--- config.mk ---
export PLATFORM = sky130hd
export DESIGN_NAME = hazard_unit
export DESIGN_NICKNAME = d
export VERILOG_FILES = /design/src/rtl/hazard_unit.sv
export SDC_FILE = /design/constraint.sdc
export NUM_CORES = 1
export LEC_CHECK = 0
export ABC_AREA = 1
export BUFFER_PORTS_ARGS = -buffer_cell sky130_fd_sc_hd__buf_2
export CAP_MARGIN = 10
export CORE_MARGIN = 3
export CORE_UTILIZATION = 47
export CTS_CLUSTER_SIZE = 10
export DETAILED_ROUTE_END_ITERATION = 16
export GPL_ROUTABILITY_DRIVEN = 0
export GPL_TIMING_DRIVEN = 0
export PLACE_DENSITY = 0.69
export SYNTH_ARGS = -nofsm -noshare
export SYNTH_HDL_FRONTEND = slang
export SYNTH_SLANG_ARGS = --single-unit
--- constraint.sdc ---
create_clock -name clk -period 5.5 [get_ports clk]
set_clock_uncertainty 0.1 [all_clocks]
set_input_delay 1.1 -clock clk [delete_from_list [all_inputs] [get_ports clk]]
set_output_delay 1.1 -clock clk [all_outputs]
set_load 0.05 [all_outputs]
--- src/rtl/hazard_unit.sv ---
// Hazard unit for the five-stage core: shadow E/M/W destination pipeline,
// D-stage stall, D/E/M forwarding selects, and a stall-cycle counter.

module hazard_operand (
  input  logic [4:0] src_d,
  input  logic [2:0] t_use,
  input  logic [4:0] src_e,
  input  logic [4:0] dst_e,
  input  logic [2:0] tnew_e,
  input  logic [4:0] dst_m,
  input  logic [2:0] tnew_m,
  input  logic [4:0] dst_w,
  output logic       stall,
  output logic [1:0] fwd_d,
  output logic [1:0] fwd_e
);
  logic hit_e, hit_m, hit_w;
  logic hit_em, hit_ew;

  // $0 never matches: gate every compare on a nonzero source.
  assign hit_e  = (src_d != 5'd0) && (src_d == dst_e);
  assign hit_m  = (src_d != 5'd0) && (src_d == dst_m);
  assign hit_w  = (src_d != 5'd0) && (src_d == dst_w);
  assign hit_em = (src_e != 5'd0) && (src_e == dst_m);
  assign hit_ew = (src_e != 5'd0) && (src_e == dst_w);

  assign stall = (hit_e && (tnew_e > t_use)) || (hit_m && (tnew_m > t_use));

  always_comb begin
    fwd_d = 2'd0;
    if (hit_e && tnew_e == 3'd0)      fwd_d = 2'd1;
    else if (hit_m && tnew_m == 3'd0) fwd_d = 2'd2;
    else if (hit_w)                   fwd_d = 2'd3;
  end

  always_comb begin
    fwd_e = 2'd0;
    if (hit_em && tnew_m == 3'd0) fwd_e = 2'd1;
    else if (hit_ew)              fwd_e = 2'd2;
  end
endmodule

module hazard_unit #(
  parameter int CNT_W = 32
) (
  input  logic             clk,
  input  logic             reset,
  input  logic [4:0]       rs_d,
  input  logic [4:0]       rt_d,
  input  logic [2:0]       T_use_rs,
  input  logic [2:0]       T_use_rt,
  input  logic [4:0]       dst_d,
  input  logic [2:0]       tnew_d,
  output logic             stall,
  output logic [1:0]       fwd_rs_d,
  output logic [1:0]       fwd_rt_d,
  output logic [1:0]       fwd_rs_e,
  output logic [1:0]       fwd_rt_e,
  output logic             fwd_rt_m,
  output logic [CNT_W-1:0] stall_cnt
);
  localparam int NUM_OPS = 2;  // operand 0 = rs, 1 = rt

  typedef struct packed {
    logic [4:0] rs;
    logic [4:0] rt;
    logic [4:0] dst;
    logic [2:0] tnew;
  } e_stage_t;

  typedef struct packed {
    logic [4:0] rt;
    logic [4:0] dst;
    logic [2:0] tnew;
  } m_stage_t;

  e_stage_t e_q, e_nxt;
  m_stage_t m_q, m_nxt;
  logic [4:0] dst_w;

  logic [NUM_OPS-1:0][4:0] src_d;
  logic [NUM_OPS-1:0][2:0] t_use;
  logic [NUM_OPS-1:0][4:0] src_e;
  logic [NUM_OPS-1:0]      stall_op;
  logic [NUM_OPS-1:0][1:0] fwd_d;
  logic [NUM_OPS-1:0][1:0] fwd_e;

  assign src_d = {rt_d, rs_d};
  assign t_use = {T_use_rt, T_use_rs};
  assign src_e = {e_q.rt, e_q.rs};

  genvar i;
  generate
    for (i = 0; i < NUM_OPS; i++) begin : g_op
      hazard_operand u_op (
        .src_d  (src_d[i]),
        .t_use  (t_use[i]),
        .src_e  (src_e[i]),
        .dst_e  (e_q.dst),
        .tnew_e (e_q.tnew),
        .dst_m  (m_q.dst),
        .tnew_m (m_q.tnew),
        .dst_w  (dst_w),
        .stall  (stall_op[i]),
        .fwd_d  (fwd_d[i]),
        .fwd_e  (fwd_e[i])
      );
    end
  endgenerate

  assign stall    = |stall_op;
  assign fwd_rs_d = fwd_d[0];
  assign fwd_rt_d = fwd_d[1];
  assign fwd_rs_e = fwd_e[0];
  assign fwd_rt_e = fwd_e[1];
  assign fwd_rt_m = (m_q.rt != 5'd0) && (m_q.rt == dst_w);

  // A stalled D instruction stays put; E gets an all-zero bubble instead.
  always_comb begin
    e_nxt = '0;
    if (!stall) begin
      e_nxt.rs   = rs_d;
      e_nxt.rt   = rt_d;
      e_nxt.dst  = dst_d;
      e_nxt.tnew = tnew_d;
    end
    m_nxt      = '0;
    m_nxt.rt   = e_q.rt;
    m_nxt.dst  = e_q.dst;
    m_nxt.tnew = (e_q.tnew == 3'd0) ? 3'd0 : e_q.tnew - 3'd1;
  end

  always_ff @(posedge clk or negedge reset) begin
    if (!reset) begin
      e_q       <= '0;
      m_q       <= '0;
      dst_w     <= '0;
      stall_cnt <= '0;
    end else begin
      e_q       <= e_nxt;
      m_q       <= m_nxt;
      dst_w     <= m_q.dst;
      stall_cnt <= stall_cnt + CNT_W'(stall);
    end
  end
endmodule

# Yosys cells after proc, flatten, opt, wreduce, memory -nomap -nowiden

Cells that the tools add are included.

Register bits after elaboration: 68
Output and inout bits: 42
Input port bits: 26
Logic and storage cells: 69

Reductions and logical operators: 31
Magnitude comparators: 4
Muxes and demuxes: 12
Add/subtract/negate cells: 2
Equality and inequality tests: 11

Operators with widths:

| operator            | count |
|---|---|
| $eq 5x5->1          | 11 |
| $add 32x1->32       | 1 |
| $reduce_bool 5->1   | 5 |
| $logic_and 1x1->1   | 21 |
| $mux 2              | 10 |
| $mux 18             | 1 |
| $gt 3x3->1          | 4 |
| $logic_not 3->1     | 2 |
| $mux 3              | 1 |
| $sub 3x1->3 const B | 1 |
| $logic_or 1x1->1    | 2 |
| $reduce_or 2->1     | 1 |

# Longest topological paths before layout

Depth in word-level cells: 6
Gate-level depth with buffers: 17
Mapped depth without buffers: 17

# By module

Synthesis repeated with hierarchy kept, for this count alone.

Cells, all modules: 534
Area, all modules: 4235.3 sq um

By module, submodules not included:

| module         | cells each | area an instance (sq um) | times used |
|---|---|---|---|
| hazard_unit    | 326        | 3029.2                   | 1 |
| hazard_operand | 104        | 603.1                    | 2 |

# Least setup slack after synthesis

No wires, ideal clock.

Path kind: input to register
Start point: input T_use_rs[2]
End point: register stall_cnt[30]
Library setup time: 122 ps
Path slack: 1581 ps
Arrival: 3697 ps
Cell stages on the path: 16
Data required time: 5278 ps
Path through: inv_1 -> ha_1 -> nand2_1 -> or2_2 -> a21oi_1 -> nand3_1 -> nand4_1 -> ha_1 -> ha_1 -> nand3_2 -> nor3_4 -> nand2_2 -> nor2_4 -> nand2_2 -> o21ai_1 -> nand2_1

Cells in the longest elaborated chain, start to end: 5
Elaborated cells on any way between the ends: 7

RTL lines:

| element              | RTL line | source |
|---|---|---|
| from (decl)          | 50       | `input logic [2:0] T_use_rs,` |
| $gt 3x3->1           | 27       | `assign stall = (hit_e && (tnew_e > t_use)) \|\| (hit_m && (tnew_m > t_use));` |
| $logic_and 1x1->1    | 27       |  |
| $logic_or 1x1->1 (*) | 27       |  |
| $reduce_or 2->1 (*)  | 111      | `assign stall = \|stall_op;` |
| named net stall      | 54       | `output logic stall,` |
| $add 32x1->32 (*)    | 143      | `stall_cnt <= stall_cnt + CNT_W'(stall);` |
| to (signal assigned) | 143      |  |
| to (decl)            | 60       | `output logic [CNT_W-1:0] stall_cnt` |

Mark *: on every way through the listed nets, which the timed path passes. The rest lies on a longest branch.

# Worst setup path in the final report

Start point: input T_use_rs[2]
End point: output stall

Cells in the longest elaborated chain, start to end: 4
Elaborated cells on any way between the ends: 6

RTL lines:

| element              | RTL line |
|---|---|
| $gt 3x3->1           | 27 |
| $logic_and 1x1->1    | 27 |
| $logic_or 1x1->1 (*) | 27 |
| $reduce_or 2->1 (*)  | 111 |
| to (decl)            | 54 |

Mark *: on every way between the ends. The rest lies on a longest branch, timed or not.

==> results.tsv <==
metric	value	unit
tightestPinTransition	0.853	ns
first_pass_iters	4	
vias_per_cell	5.05	
wl_met1	4220	um
die-area	9570	um2
slew_violations	0	
fmax	264	MHz
wire_per_inst	14.3	um
synthCells	463	
outcome	complete, no violations	
dr.max_layer_used	met4	
cts_root_buf	clkbuf_8	
relSlewSlack	43.1	%
synthArstFlopShare	100	%
dieWidth	97.9	um
vdd_ir_drop_max	0.276	mV
die_h	97.9	um
clk_transition_reported_paths	0.08	ns
critPathRequiredTime	4.30	ns
grt_pass1_vias	3281	
power.density	276	nW/um2
final-hold-violation-count	0	
ys_top_cells_by_area	dfrtp_1, nand2_1, xnor2_1	
initial_core_util	49.8	%
synth_warnings	0	
htree_levels	3	
synth_edf_count	0	
dp_slack	1.55	ns
post_cts_resized	0	
yosysMostFrequentCell	nand2_1	
crit_path_end_kind	output port	
min_path_type	reg2reg	
whs	0.277	ns
syn_area_per_cell	8.56	um2
io_buffers	67	
wirelength	9240	um
ys_ff_latch	68	
cp.arrival	2.58	ns
cts_tree	yes	
ios	68	
track_usage	20.5	%
dpl.hpwl	7040	um
num_vias	3274	
grt_setup_unrepaired	false	
synth_top_area_share	42.9	%
critPathMostFrequentCell	buf_2	
ys_types	31	
yosys_most_used_dff	dfrtp_1	
period_needed	3.78	ns
wl_met2	4450	um
finalCritPeriodShare	68.8	%
grt_pass1_wl	15900	um
num_rows	32	
cts_buffers	9	
critical_path.max_fanout	2	
crit_path_cell_trace	buf_2 > inv_1 > ha_1 > nand2_1 > or2_2 > a21oi_1 > nand3_1 > nand4_1 > buf_2	
maxCapViolCount	0	
grt_max_degree	69	
wl_met3	412	um
crit_path_top_delay_cell	buf_2	
drc	0	
antenna_found_initial	0	
yosysTopAreaCell	dfrtp_1	
setup_tns	0	ns
post-cts-setup-buffers	0	
overflow	0	
leakage	0.00242	uW
antennaDiodeCount	0	
clock_path_buffers	2	
critPathMaxStageDelay	0.30	ns
postCtsHoldBufs	0	
drtIter0Drc	147	
critPathBufInv	3	
drive_above_1_share	21.6	%
finalPower	1280	uW
clock_latency	0.35	ns
netlist_top_cells_count	nand2_1, dfrtp_1, inv_1, nor2_1, xnor2_1	
area_growth	17.4	%
synthesis.nets	505	
startpoint_type	primary input	
antenna_left	0	
final_nets	583	
core	7970	um2
netlist_area	3970	um2
crit_family	simple AND/OR/NAND/NOR gates	
crit_type	in2out	
clock_sinks	68	
yosysSeqAreaShare	42.9	%
setup_slack	1.72	ns
setup_violations	0	
stage by stage:
stage / cell area, um2 / instances / util, %
after CTS: 4650 / 648 / 58.4
after detailed placement: 4430 / 632 / 55.6
after global placement: 4430 / 632 / 55.6
after global routing: 4650 / 648 / 58.4
final: 4650 / 648 / 58.4
after floorplan: 3970 / 463 / -
cell type report:
class | instances | area [um2]
buffer | 7 | 42.5
clock buffer | 9 | 124
clock inverter | 7 | 98.8
fill | 727 | 3310
inverter | 57 | 214
multi-input combinational | 331 | 2010
sequential | 68 | 1700
tap | 102 | 128
timing repair buffer | 67 | 338
worst paths after layout:
| check | startpoint | end | slack (ns) | cells after the start |
|---|---|---|---|---|
| worst min-delay path | m_q[3]$_DFF_PN0_ | dst_w[0]$_DFF_PN0_ | 0.28 | 0 |
| worst max-delay path | T_use_rs[2] | stall | 1.72 | 9 |
| min in group asynchronous | reset | dst_w[0]$_DFF_PN0_ | 0.74 | 1 |
| worst max register to register | m_q[2]$_DFF_PN0_ | stall_cnt[30]$_DFF_PN0_ | 2.36 | 15 |
| worst min register to register | m_q[3]$_DFF_PN0_ | dst_w[0]$_DFF_PN0_ | 0.28 | 0 |
| max in group asynchronous | reset | e_q[6]$_DFF_PN0_ | 3.97 | 1 |
logic make-up (layout without fill, tap and decap cells):
logic type,count (synthesis),in the layout,share of synthesized area (%)
compound gates,16,16,2.40
xor+xnor,66,66,14.6
buf+inv,64,147,6.47
fa+ha+maj,16,16,5.05
simple gates,233,233,28.6
flops,68,68,42.9
registers in the layout, indices dropped and copies added, names as in the netlist:
register	flops
dst_w	5
e_q	18
m_q	13
stall_cnt	32
placed cells by master (no fill, tap or decap), types with 2 or more instances in the layout:
| cell type | netlist | routed |
|---|---|---|
| nand2_2 | 5 | 5 |
| xnor2_1 | 35 | 35 |
| o21a_1 | 2 | 2 |
| o21ai_0 | 6 | 6 |
| nand3_2 | 4 | 4 |
| nor3_2 | 10 | 10 |
| nor3_1 | 19 | 19 |
| nor2_4 | 3 | 3 |
| buf_2 | 0 | 66 |
| inv_6 | 0 | 2 |
| inv_1 | 55 | 55 |
| xor2_1 | 31 | 31 |
| bufinv_16 | 0 | 2 |
| nor2_2 | 5 | 5 |
| nor4_1 | 2 | 2 |
| o2111ai_1 | 2 | 2 |
| nand2_1 | 93 | 93 |
| dfrtp_1 | 68 | 68 |
| ha_1 | 16 | 16 |
| a21oi_1 | 4 | 4 |
| nor2_1 | 48 | 48 |
| buf_6 | 2 | 2 |
| clkbuf_1 | 4 | 4 |
| inv_2 | 2 | 2 |
| clkbuf_8 | 0 | 9 |
| nand4_1 | 17 | 17 |
| or2_2 | 2 | 2 |
| nand3_1 | 21 | 21 |
where the power goes:
part / switching (uW) / leakage [uW] / total (uW) / internal [uW]
Combinational: 165 / 0.00146 / 250 / 84.7
Clock: 203 / 0.000110 / 461 / 258
Sequential: 39.3 / 0.000852 / 574 / 535
Total: 407 / 0.00242 / 1280 / 878
metal layers:
metal,GRT usage (%),vias up
met3,4.07,16
met1,27.3,1555
met4,6.60,0
met2,33.7,77
li1,-,1626
met5,0,-
(Power assumes the default switching activity.)
